[src/rtl/srcctl_pkg.sv]
// Shared types and encodings for the Mini SRC hardwired control unit.
// Optional mul/div support is selected with the SRCCTL_MULDIV_EN macro.
package srcctl_pkg;

  typedef enum logic [3:0] {
    StRst, StT0, StT1, StT2, StT3, StT4, StT5, StT6, StT7, StHalt
  } state_e;

  // Instruction classes; unsupported opcodes decode as ClsNop with illegal set.
  typedef enum logic [3:0] {
    ClsNop, ClsAlu, ClsImm, ClsLd, ClsLdi, ClsSt, ClsBr, ClsJr, ClsHalt, ClsMulDiv
  } cls_e;

  localparam logic [4:0] OP_LD   = 5'b00000;
  localparam logic [4:0] OP_LDI  = 5'b00001;
  localparam logic [4:0] OP_ST   = 5'b00010;
  localparam logic [4:0] OP_ADD  = 5'b00011;
  localparam logic [4:0] OP_SUB  = 5'b00100;
  localparam logic [4:0] OP_SHR  = 5'b00101;
  localparam logic [4:0] OP_SHRA = 5'b00110;
  localparam logic [4:0] OP_SHL  = 5'b00111;
  localparam logic [4:0] OP_ROR  = 5'b01000;
  localparam logic [4:0] OP_ROL  = 5'b01001;
  localparam logic [4:0] OP_AND  = 5'b01010;
  localparam logic [4:0] OP_OR   = 5'b01011;
  localparam logic [4:0] OP_ADDI = 5'b01100;
  localparam logic [4:0] OP_ANDI = 5'b01101;
  localparam logic [4:0] OP_ORI  = 5'b01110;
  localparam logic [4:0] OP_MUL  = 5'b01111;
  localparam logic [4:0] OP_DIV  = 5'b10000;
  localparam logic [4:0] OP_BR   = 5'b10011;
  localparam logic [4:0] OP_JR   = 5'b10100;
  localparam logic [4:0] OP_NOP  = 5'b11010;
  localparam logic [4:0] OP_HALT = 5'b11011;

  localparam logic [4:0] ALU_ADD = 5'b00011;
  localparam logic [4:0] ALU_AND = 5'b01010;
  localparam logic [4:0] ALU_OR  = 5'b01011;

endpackage

[src/rtl/srcctl_decode.sv]
// Combinational opcode decoder: instruction class, ALU code and illegal flag.
// mul/div are only legal when SRCCTL_MULDIV_EN is defined.
module srcctl_decode
  import srcctl_pkg::*;
#(
  parameter int unsigned OPW  = 5,
  parameter int unsigned ALUW = 5
) (
  input  logic [OPW-1:0]  op,
  output cls_e            cls,
  output logic [ALUW-1:0] alu,
  output logic            illegal
);

  always_comb begin
    cls     = ClsNop;
    alu     = '0;
    illegal = 1'b0;
    case (op)
      OP_ADD, OP_SUB, OP_SHR, OP_SHRA, OP_SHL, OP_ROR, OP_ROL, OP_AND, OP_OR: begin
        cls = ClsAlu;
        alu = ALUW'(op);
      end
      OP_ADDI: begin
        cls = ClsImm;
        alu = ALUW'(ALU_ADD);
      end
      OP_ANDI: begin
        cls = ClsImm;
        alu = ALUW'(ALU_AND);
      end
      OP_ORI: begin
        cls = ClsImm;
        alu = ALUW'(ALU_OR);
      end
      // Address arithmetic for memory and branch always adds.
      OP_LD: begin
        cls = ClsLd;
        alu = ALUW'(ALU_ADD);
      end
      OP_LDI: begin
        cls = ClsLdi;
        alu = ALUW'(ALU_ADD);
      end
      OP_ST: begin
        cls = ClsSt;
        alu = ALUW'(ALU_ADD);
      end
      OP_BR: begin
        cls = ClsBr;
        alu = ALUW'(ALU_ADD);
      end
      OP_JR:   cls = ClsJr;
      OP_NOP:  cls = ClsNop;
      OP_HALT: cls = ClsHalt;
`ifdef SRCCTL_MULDIV_EN
      OP_MUL, OP_DIV: begin
        cls = ClsMulDiv;
        alu = ALUW'(op);
      end
`endif
      default: illegal = 1'b1;
    endcase
  end

endmodule

[src/rtl/srcctl_seq.sv]
// Hardwired Moore sequencer for the Mini SRC DataPath (fetch/decode/execute).
// Define SRCCTL_MULDIV_EN to add the mul/div execute sequence.
module srcctl_seq
  import srcctl_pkg::*;
#(
  parameter int unsigned OPW  = 5,
  parameter int unsigned ALUW = 5
) (
  input  logic            clk,
  input  logic            clr,
  input  logic [31:0]     ir,
  input  logic            con_ff,
  input  logic            mem_ready,
  output logic            Pout,
  output logic            Pen,
  output logic            IncPC,
  output logic            MARen,
  output logic            MDRen,
  output logic            MDROut,
  output logic            IRen,
  output logic            Read,
  output logic            Write,
  output logic            Gra,
  output logic            Grb,
  output logic            Grc,
  output logic            Rin,
  output logic            Rout,
  output logic            BAout,
  output logic            Cout,
  output logic            ConIn,
  output logic            Yen,
  output logic            Zen,
  output logic            ZLOout,
  output logic            ZHIout,
  output logic            HIen,
  output logic            LOen,
  output logic [ALUW-1:0] alu_control,
  output logic            run,
  output logic            illegal
);

  state_e          state_q, state_d;
  cls_e            cls;
  logic [ALUW-1:0] dec_alu;
  logic            dec_illegal;

  // Operand fields are consumed by the DataPath, not here.
  logic unused_ir;
  assign unused_ir = ^ir[31-OPW:0];

  srcctl_decode #(
    .OPW  (OPW),
    .ALUW (ALUW)
  ) u_decode (
    .op      (ir[31:32-OPW]),
    .cls     (cls),
    .alu     (dec_alu),
    .illegal (dec_illegal)
  );

  always_ff @(posedge clk) begin
    if (clr) begin
      state_q <= StRst;
    end else begin
      state_q <= state_d;
    end
  end

  always_comb begin
    state_d = state_q;
    unique case (state_q)
      StRst: state_d = StT0;
      StT0:  state_d = StT1;
      StT1:  state_d = mem_ready ? StT2 : StT1;
      StT2:  state_d = StT3;
      StT3: begin
        case (cls)
          ClsAlu, ClsImm, ClsLd, ClsLdi, ClsSt, ClsBr: state_d = StT4;
`ifdef SRCCTL_MULDIV_EN
          ClsMulDiv: state_d = StT4;
`endif
          ClsHalt: state_d = StHalt;
          default: state_d = StT0;
        endcase
      end
      StT4: state_d = StT5;
      StT5: begin
        case (cls)
          ClsLd, ClsSt, ClsBr: state_d = StT6;
`ifdef SRCCTL_MULDIV_EN
          ClsMulDiv: state_d = StT6;
`endif
          default: state_d = StT0;
        endcase
      end
      StT6: begin
        case (cls)
          ClsLd:   state_d = mem_ready ? StT7 : StT6;
          ClsSt:   state_d = StT7;
          default: state_d = StT0;
        endcase
      end
      StT7: begin
        case (cls)
          ClsSt:   state_d = mem_ready ? StT0 : StT7;
          default: state_d = StT0;
        endcase
      end
      StHalt: state_d = StHalt;
      default: state_d = StRst;
    endcase
  end

  always_comb begin
    {Pout, Pen, IncPC, MARen, MDRen, MDROut, IRen, Read, Write} = '0;
    {Gra, Grb, Grc, Rin, Rout, BAout, Cout, ConIn}             = '0;
    {Yen, Zen, ZLOout, ZHIout, HIen, LOen}                      = '0;
    alu_control = '0;
    illegal     = 1'b0;
    run         = (state_q != StRst) && (state_q != StHalt);
    unique case (state_q)
      StT0: {Pout, MARen, IncPC} = 3'b111;
      StT1: {Read, MDRen} = 2'b11;
      StT2: {MDROut, IRen} = 2'b11;
      StT3: begin
        illegal = dec_illegal;
        case (cls)
          ClsAlu, ClsImm:      {Grb, Rout, Yen} = 3'b111;
          ClsLd, ClsLdi, ClsSt: {Grb, BAout, Yen} = 3'b111;
          ClsBr:               {Gra, Rout, ConIn} = 3'b111;
          ClsJr:               {Gra, Rout, Pen} = 3'b111;
`ifdef SRCCTL_MULDIV_EN
          ClsMulDiv:           {Gra, Rout, Yen} = 3'b111;
`endif
          default: ;
        endcase
      end
      StT4: begin
        case (cls)
          ClsAlu: begin
            {Grc, Rout, Zen} = 3'b111;
            alu_control      = dec_alu;
          end
          ClsImm, ClsLd, ClsLdi, ClsSt: begin
            {Cout, Zen} = 2'b11;
            alu_control = dec_alu;
          end
          ClsBr: {Pout, Yen} = 2'b11;
`ifdef SRCCTL_MULDIV_EN
          ClsMulDiv: begin
            {Grb, Rout, Zen} = 3'b111;
            alu_control      = dec_alu;
          end
`endif
          default: ;
        endcase
      end
      StT5: begin
        case (cls)
          ClsAlu, ClsImm, ClsLdi: {ZLOout, Gra, Rin} = 3'b111;
          ClsLd, ClsSt:           {ZLOout, MARen} = 2'b11;
          ClsBr: begin
            {Cout, Zen} = 2'b11;
            alu_control = dec_alu;
          end
`ifdef SRCCTL_MULDIV_EN
          ClsMulDiv: {ZLOout, LOen} = 2'b11;
`endif
          default: ;
        endcase
      end
      StT6: begin
        case (cls)
          ClsLd: {Read, MDRen} = 2'b11;
          ClsSt: {Gra, Rout, MDRen} = 3'b111;
          ClsBr: begin
            ZLOout = 1'b1;
            Pen    = con_ff;
          end
`ifdef SRCCTL_MULDIV_EN
          ClsMulDiv: {ZHIout, HIen} = 2'b11;
`endif
          default: ;
        endcase
      end
      StT7: begin
        case (cls)
          ClsLd:   {MDROut, Gra, Rin} = 3'b111;
          ClsSt:   Write = 1'b1;
          default: ;
        endcase
      end
      default: ;
    endcase
  end

endmodule
[config.mk]
export PLATFORM = sky130hd
export DESIGN_NAME = srcctl_seq
export DESIGN_NICKNAME = d
export VERILOG_FILES = /design/src/rtl/srcctl_pkg.sv /design/src/rtl/srcctl_decode.sv /design/src/rtl/srcctl_seq.sv
export SDC_FILE = /design/constraint.sdc
export NUM_CORES = 1
export LEC_CHECK = 0
export BUFFER_PORTS_ARGS = -buffer_cell sky130_fd_sc_hd__buf_2
export CORE_MARGIN = 1
export CORE_UTILIZATION = 43
export DETAILED_ROUTE_END_ITERATION = 7
export HOLD_SLACK_MARGIN = 0.06
export PLACE_DENSITY = 0.93
export SETUP_SLACK_MARGIN = 0.1
export SYNTH_ARGS = -nofsm -noshare
export SYNTH_HDL_FRONTEND = slang
export SYNTH_SLANG_ARGS = --single-unit
[constraint.sdc]
create_clock -name clk -period 4.5 [get_ports clk]
set_clock_uncertainty 0.2 [all_clocks]
set_input_delay 0.45 -clock clk [delete_from_list [all_inputs] [get_ports clk]]
set_output_delay 0.45 -clock clk [all_outputs]
set_load 0.02 [all_outputs]
==> Yosys cells after proc, flatten, opt, wreduce, memory -nomap -nowiden <==
Index checks and enable logic that the tools add are counted.
{ "totals": {"inputBits": 36, "reg_bits": 4, "word_cells": 102, "out_inout_bits": 30} }
{ "classes": {"eq_ne": 36, "muxes": 48, "n_reduce_logical": 17} }
{ "op_table": {"columns": ["cell", "n"], "rows": [
  ["$pmux W4 S10", 1],
  ["$eq A5 B4 Y1 const B", 7],
  ["$eq A4 B3 Y1 const B", 8],
  ["$pmux W4 S8", 1],
  ["$mux W1", 23],
  ["$pmux W1 S2", 11],
  ["$eq A5 B3 Y1 const B", 4],
  ["$eq A5 B5 Y1 const B", 4],
  ["$pmux W5 S4", 1],
  ["$reduce_or A19 Y1", 1],
  ["$eq A4 B2 Y1 const B", 4],
  ["$pmux W4 S2", 2],
  ["$eq A4 B4 Y1 const B", 3],
  ["$mux W4", 3],
  ["$reduce_or A3 Y1", 4],
  ["$eq A5 B2 Y1 const B", 2],
  ["$mux W5", 2],
  ["$pmux W5 S2", 1],
  ["$reduce_or A5 Y1", 2],
  ["$reduce_or A9 Y1", 1],
  ["$eq A4 B1 Y1 const B", 2],
  ["$reduce_or A4 Y1", 2],
  ["$reduce_or A6 Y1", 1],
  ["$eq A5 B1 Y1 const B", 1],
  ["9 further kinds", 10]
]} }

==> Logic depth before layout (Yosys ltp) <==
{ "logic_depth": {"depth_word": 7, "mapped_depth": 6, "mapped_depth_nobuf": 4} }

==> By module <==
From an unflattened synthesis, not the netlist that was laid out.
{ "unflattened": {"hier_cells": 164, "area_unflattened_um2": 1101.1} }
{ "by_module_without_submodules": {"columns": ["module", "cells_each", "instances", "seq_area_each_um2", "area_each_um2"], "rows": [
  ["srcctl_seq", 120, 1, 80.1, 809.5],
  ["srcctl_decode", 44, 1, 0.0, 291.5]
]} }

==> Worst setup path after synthesis <==
OpenSTA, ideal clock, no wires.
{ "synth_timing": {"path_type": "input to output", "start": "in ir[29]", "end": "out alu_control[3]", "slack_ns": 1.902, "arrival_ns": 1.948, "required_ns": 3.850, "path_stages": 5, "path_buffers": 1, "cell_sequence": "or2_1 -> clkbuf_1 -> o32ai_1 -> nand2b_1 -> nor4b_1"} }
{ "synth_via": {"elab_chain_cells": 7, "word_cells_on_any_way": 33, "classes_between": "eq/ne: 23; mux: 5; reduce/logical: 5"} }
{ "synth_rtl": {"columns": ["item", "line_no", "text"], "rows": [
  ["start, declared", "srcctl_seq.sv:11", "input logic [31:0] ir,"],
  ["$eq A5 B2 Y1, or another cell as far along", "srcctl_decode.sv:19", "case (op)"],
  ["$reduce_or A9 Y1 or $reduce_or A3 Y1 (tied branches)", null, null],
  ["$pmux W4 S8", "srcctl_decode.sv:19", null],
  ["$eq A4 B2 Y1, or another cell as far along", "srcctl_seq.sv:139", "case (cls)"],
  ["$reduce_or A5 Y1 (no line)", null, null],
  ["$mux W5", "srcctl_seq.sv:139", null],
  ["$pmux W5 S2 (*)", "srcctl_seq.sv:121", "unique case (state_q)"],
  ["end, declared", "srcctl_seq.sv:37", "output logic [ALUW-1:0] alu_control,"]
]} }
Every way passes the cells marked *; elsewhere a longest branch is shown, timed or not.

==> Final worst setup path <==
{ "layout_timing": {"start": "reg state_q[3]", "end": "out Gra"} }
{ "layout_via": {"elab_chain_cells": 2, "word_cells_on_any_way": 5, "classes_between": "eq/ne: 4; mux: 1"} }
{ "layout_rtl": {"columns": ["item", "line_no", "text"], "rows": [
  ["start, declared", "srcctl_seq.sv:42", "state_e state_q, state_d;"],
  ["start signal, assigned", "srcctl_seq.sv:63", "state_q <= StRst;"],
  ["start signal, assigned", "srcctl_seq.sv:65", "state_q <= state_d;"],
  ["$eq A4 B4 Y1 or $eq A4 B3 Y1 (tied branches)", "srcctl_seq.sv:121", null],
  ["$pmux W1 S4 (*)", "srcctl_seq.sv:121", null],
  ["end, declared", "srcctl_seq.sv:23", "output logic Gra,"]
]} }
Marks and branches as above.

==> results.sh <==
export IMPL_status="finished, final reports clean"
export IMPL_grt_pass1_vias=926
export IMPL_pwr_share_comb=0.427
export IMPL_top_level_ports=66
export IMPL_critPathCaptureType="primary output"
export IMPL_ys_warn_count=0
export IMPL_grtUsageTotal=0.246
export IMPL_ir_drop_uv=158
export IMPL_routed_via_density=6.03
export IMPL_wl_per_cell_um=13.1
export IMPL_htree_levels=1
export IMPL_ys_seq_area_frac=0.0920
export IMPL_rsz0062_at_grt="false"
export IMPL_initial_core_util=0.478
export IMPL_largest_register_ffs=4
export IMPL_post_cts_setup_buffers=0
export IMPL_numCtsBuffers=3
export IMPL_fin_crit_ns=2.73
export IMPL_area_growth_synth_to_final_pct=17.4
export IMPL_power_mw=0.178
export IMPL_ys_types=45
export IMPL_io_buffers=34
export IMPL_die_area_um2=2210
export IMPL_ys_ff_latch=4
export IMPL_power_switching_mw=0.0820
export IMPL_insertion_delay_ns=0.26
export IMPL_finalSetupTns_ns=0
export IMPL_antenna_found_initial=0
export IMPL_cts_tree="yes"
export IMPL_fmax_ghz=0.366
export IMPL_setup_viol=0
export IMPL_cp_required_ns=3.85
export IMPL_worst_pin_slew_ns=0.703
export IMPL_diodes=0
export IMPL_hpwlAfterDp_um=1820
export IMPL_cts_buffer_depth=2
export IMPL_fin_crit_sh=0.607
export IMPL_cts_sinks=4
export IMPL_ant_nets=0
export IMPL_criticalPathCategory="flip-flop to primary output"
export IMPL_p_int_mw=0.0958
export IMPL_drcViolationCount=0
export IMPL_grt_max_degree=23
export IMPL_grtUsageMet1=0.323
export IMPL_core_um2=1820
export IMPL_top_usage_layer="met2"
export IMPL_crit_fanout=13
export IMPL_p_sw_frac=0.461
export IMPL_p_clk_frac=0.290
export IMPL_die_h_um=47
export IMPL_syn_area_per_cell_um2=6.18
export IMPL_pwr_share_seq=0.283
export IMPL_gr_usage_met3=0.0462
export IMPL_p_leak_nw=0.455
export IMPL_n_fill_cell=177
export IMPL_hold_viol=0
export IMPL_ys_async_sr_fraction=0
export IMPL_slew_headroom=0.530
export IMPL_nNetsFinal=201
export IMPL_routed_wl_um=2470
export IMPL_ctsResizeCount=0
export IMPL_die_w_um=47
export IMPL_top_register="state_q"
export IMPL_cp_start_kind="flip-flop"
export IMPL_drive_gt1_frac=0.252
export IMPL_clkSlewWorstSetupHoldPaths_ns=0.05
export IMPL_synth_edf_count=0
export IMPL_hold_path_class="primary input to flip-flop"
export IMPL_clock_root_buffer="clkbuf_4"
export IMPL_use_met2=0.378
export IMPL_grt_pass1_wl_um=3940
export IMPL_crit_arrival_ns=2.08
export IMPL_dr_pass1_iters=4
export IMPL_drt_iter0_markers=40
export IMPL_core_rowCount=15
export IMPL_powerDensity_nw_per_um2=174
export IMPL_place_congestion=0.853
export IMPL_syn_instance_count=141
export IMPL_synth_area_um2=871
export IMPL_vias=1133
export IMPL_finalMaxSlewViolations=0
export IMPL_synth_ff_type="dfxtp_1"
export IMPL_ctsHoldBuffers=0
export IMPL_grt_remaining_overflow=0
export IMPL_max_cap_viol_count=0
export IMPL_top_regs="state_q: 4 flops"
[power by group through the flow]
stage / clock, mW / sequential [mW] / combinational, mW
floorplan: 0 / 0.0402 / 0.0679
global placement: 0 / 0.0500 / 0.0730
detailed placement: 0 / 0.0504 / 0.0749
CTS: 0.0525 / 0.0497 / 0.0750
global route: 0.0531 / 0.0518 / 0.0838
finish: 0.0516 / 0.0503 / 0.0759
[final timing paths]
path,cells past startpoint,to,start,slack (ns)
worst max-delay path,5,Gra,state_q[3],1.77
worst min-delay path,2,state_q[1],clr,0.22
worst max register to register,4,state_q[3],state_q[2],2.30
worst min register to register,1,state_q[1],state_q[3],0.53
[cells in the final DEF, fill, tap and decap left out, drive strengths merged, types with 2 or more instances in the layout]
| cell type | n |
|---|---|
| a21oi | 9 |
| nor2 | 16 |
| inv | 5 |
| nand4 | 2 |
| or2 | 3 |
| conb | 4 |
| o22ai | 2 |
| a21o | 3 |
| nand2b | 8 |
| nand2 | 6 |
| nor4 | 3 |
| dfxtp | 4 |
| o21ai | 11 |
| nor3 | 9 |
| or4 | 3 |
| o32ai | 3 |
| a21boi | 2 |
| clkbuf | 3 |
| o21bai | 2 |
| a31oi | 2 |
| nor2b | 2 |
| or3 | 6 |
| o31ai | 2 |
| xor2 | 2 |
| nand3b | 2 |
| buf | 34 |
| a211oi | 2 |
[worst max-delay path, stage by stage, from the launching register on]
cell and delay [ns]:
dfxtp_1 0.57, nand2b_1 0.16, or3_1 0.36, or4_1 0.45, o211ai_1 0.10, buf_2 0.18
[cell usage after synthesis, types with 2 or more instances]
library cell | number | share of area
buf_4 | 4 | 0.034
o32ai_1 | 3 | 0.030
nand2_1 | 6 | 0.026
o22ai_1 | 2 | 0.014
o21bai_1 | 2 | 0.017
inv_1 | 5 | 0.022
o31ai_1 | 2 | 0.017
or4_1 | 3 | 0.026
a211oi_1 | 2 | 0.017
nor4_1 | 2 | 0.014
clkbuf_1 | 12 | 0.052
nor3_1 | 9 | 0.052
or2_1 | 2 | 0.014
nand3b_1 | 2 | 0.017
xor2_1 | 2 | 0.020
nand4_1 | 2 | 0.014
or3_1 | 5 | 0.036
nor2_1 | 16 | 0.069
a21oi_1 | 9 | 0.052
a21o_1 | 3 | 0.026
dfxtp_1 | 4 | 0.092
o21ai_0 | 11 | 0.063
a31oi_1 | 2 | 0.014
nor2b_1 | 2 | 0.014
a21boi_0 | 2 | 0.017
nand2b_1 | 8 | 0.057
[cells by family after synthesis]
group	synth area share
XOR/XNOR	0.0201
AO/OA/AOI/OAI	0.318
multiplexers	0.0129
flip-flops	0.0920
AND/OR/NAND/NOR	0.435
buffers and inverters	0.118
other	0.00431
[area by class of cell]
type	count	area, µm²	share of cell area
multi-input combinational	117	699	0.684
inverter	5	18.8	0.0184
timing repair buffer	34	170	0.166
tap	25	31.3	0.0306
clock buffer	3	22.5	0.0220
sequential	4	80.1	0.0783
[metrics by stage]
stage	instances	setup WS, ns	hold slack (ns)	utilization	area [µm²]
2_1_floorplan	144	1.90	0.353	-	882
3_3_place_gp	185	1.97	0.484	0.549	1000
3_5_place_dp	185	1.98	0.490	0.549	1000
4_1_cts	188	1.78	0.218	0.562	1020
5_1_grt	188	1.62	0.230	0.562	1020
6_report	188	1.77	0.217	0.562	1020
[routing by layer]
metal,up-vias,share of wire
met1,507,0.42
met5,-,0
met2,66,0.49
met4,0,0.011
li1,556,-
met3,4,0.081
Note: power is estimated with default switching activity, not from simulation.
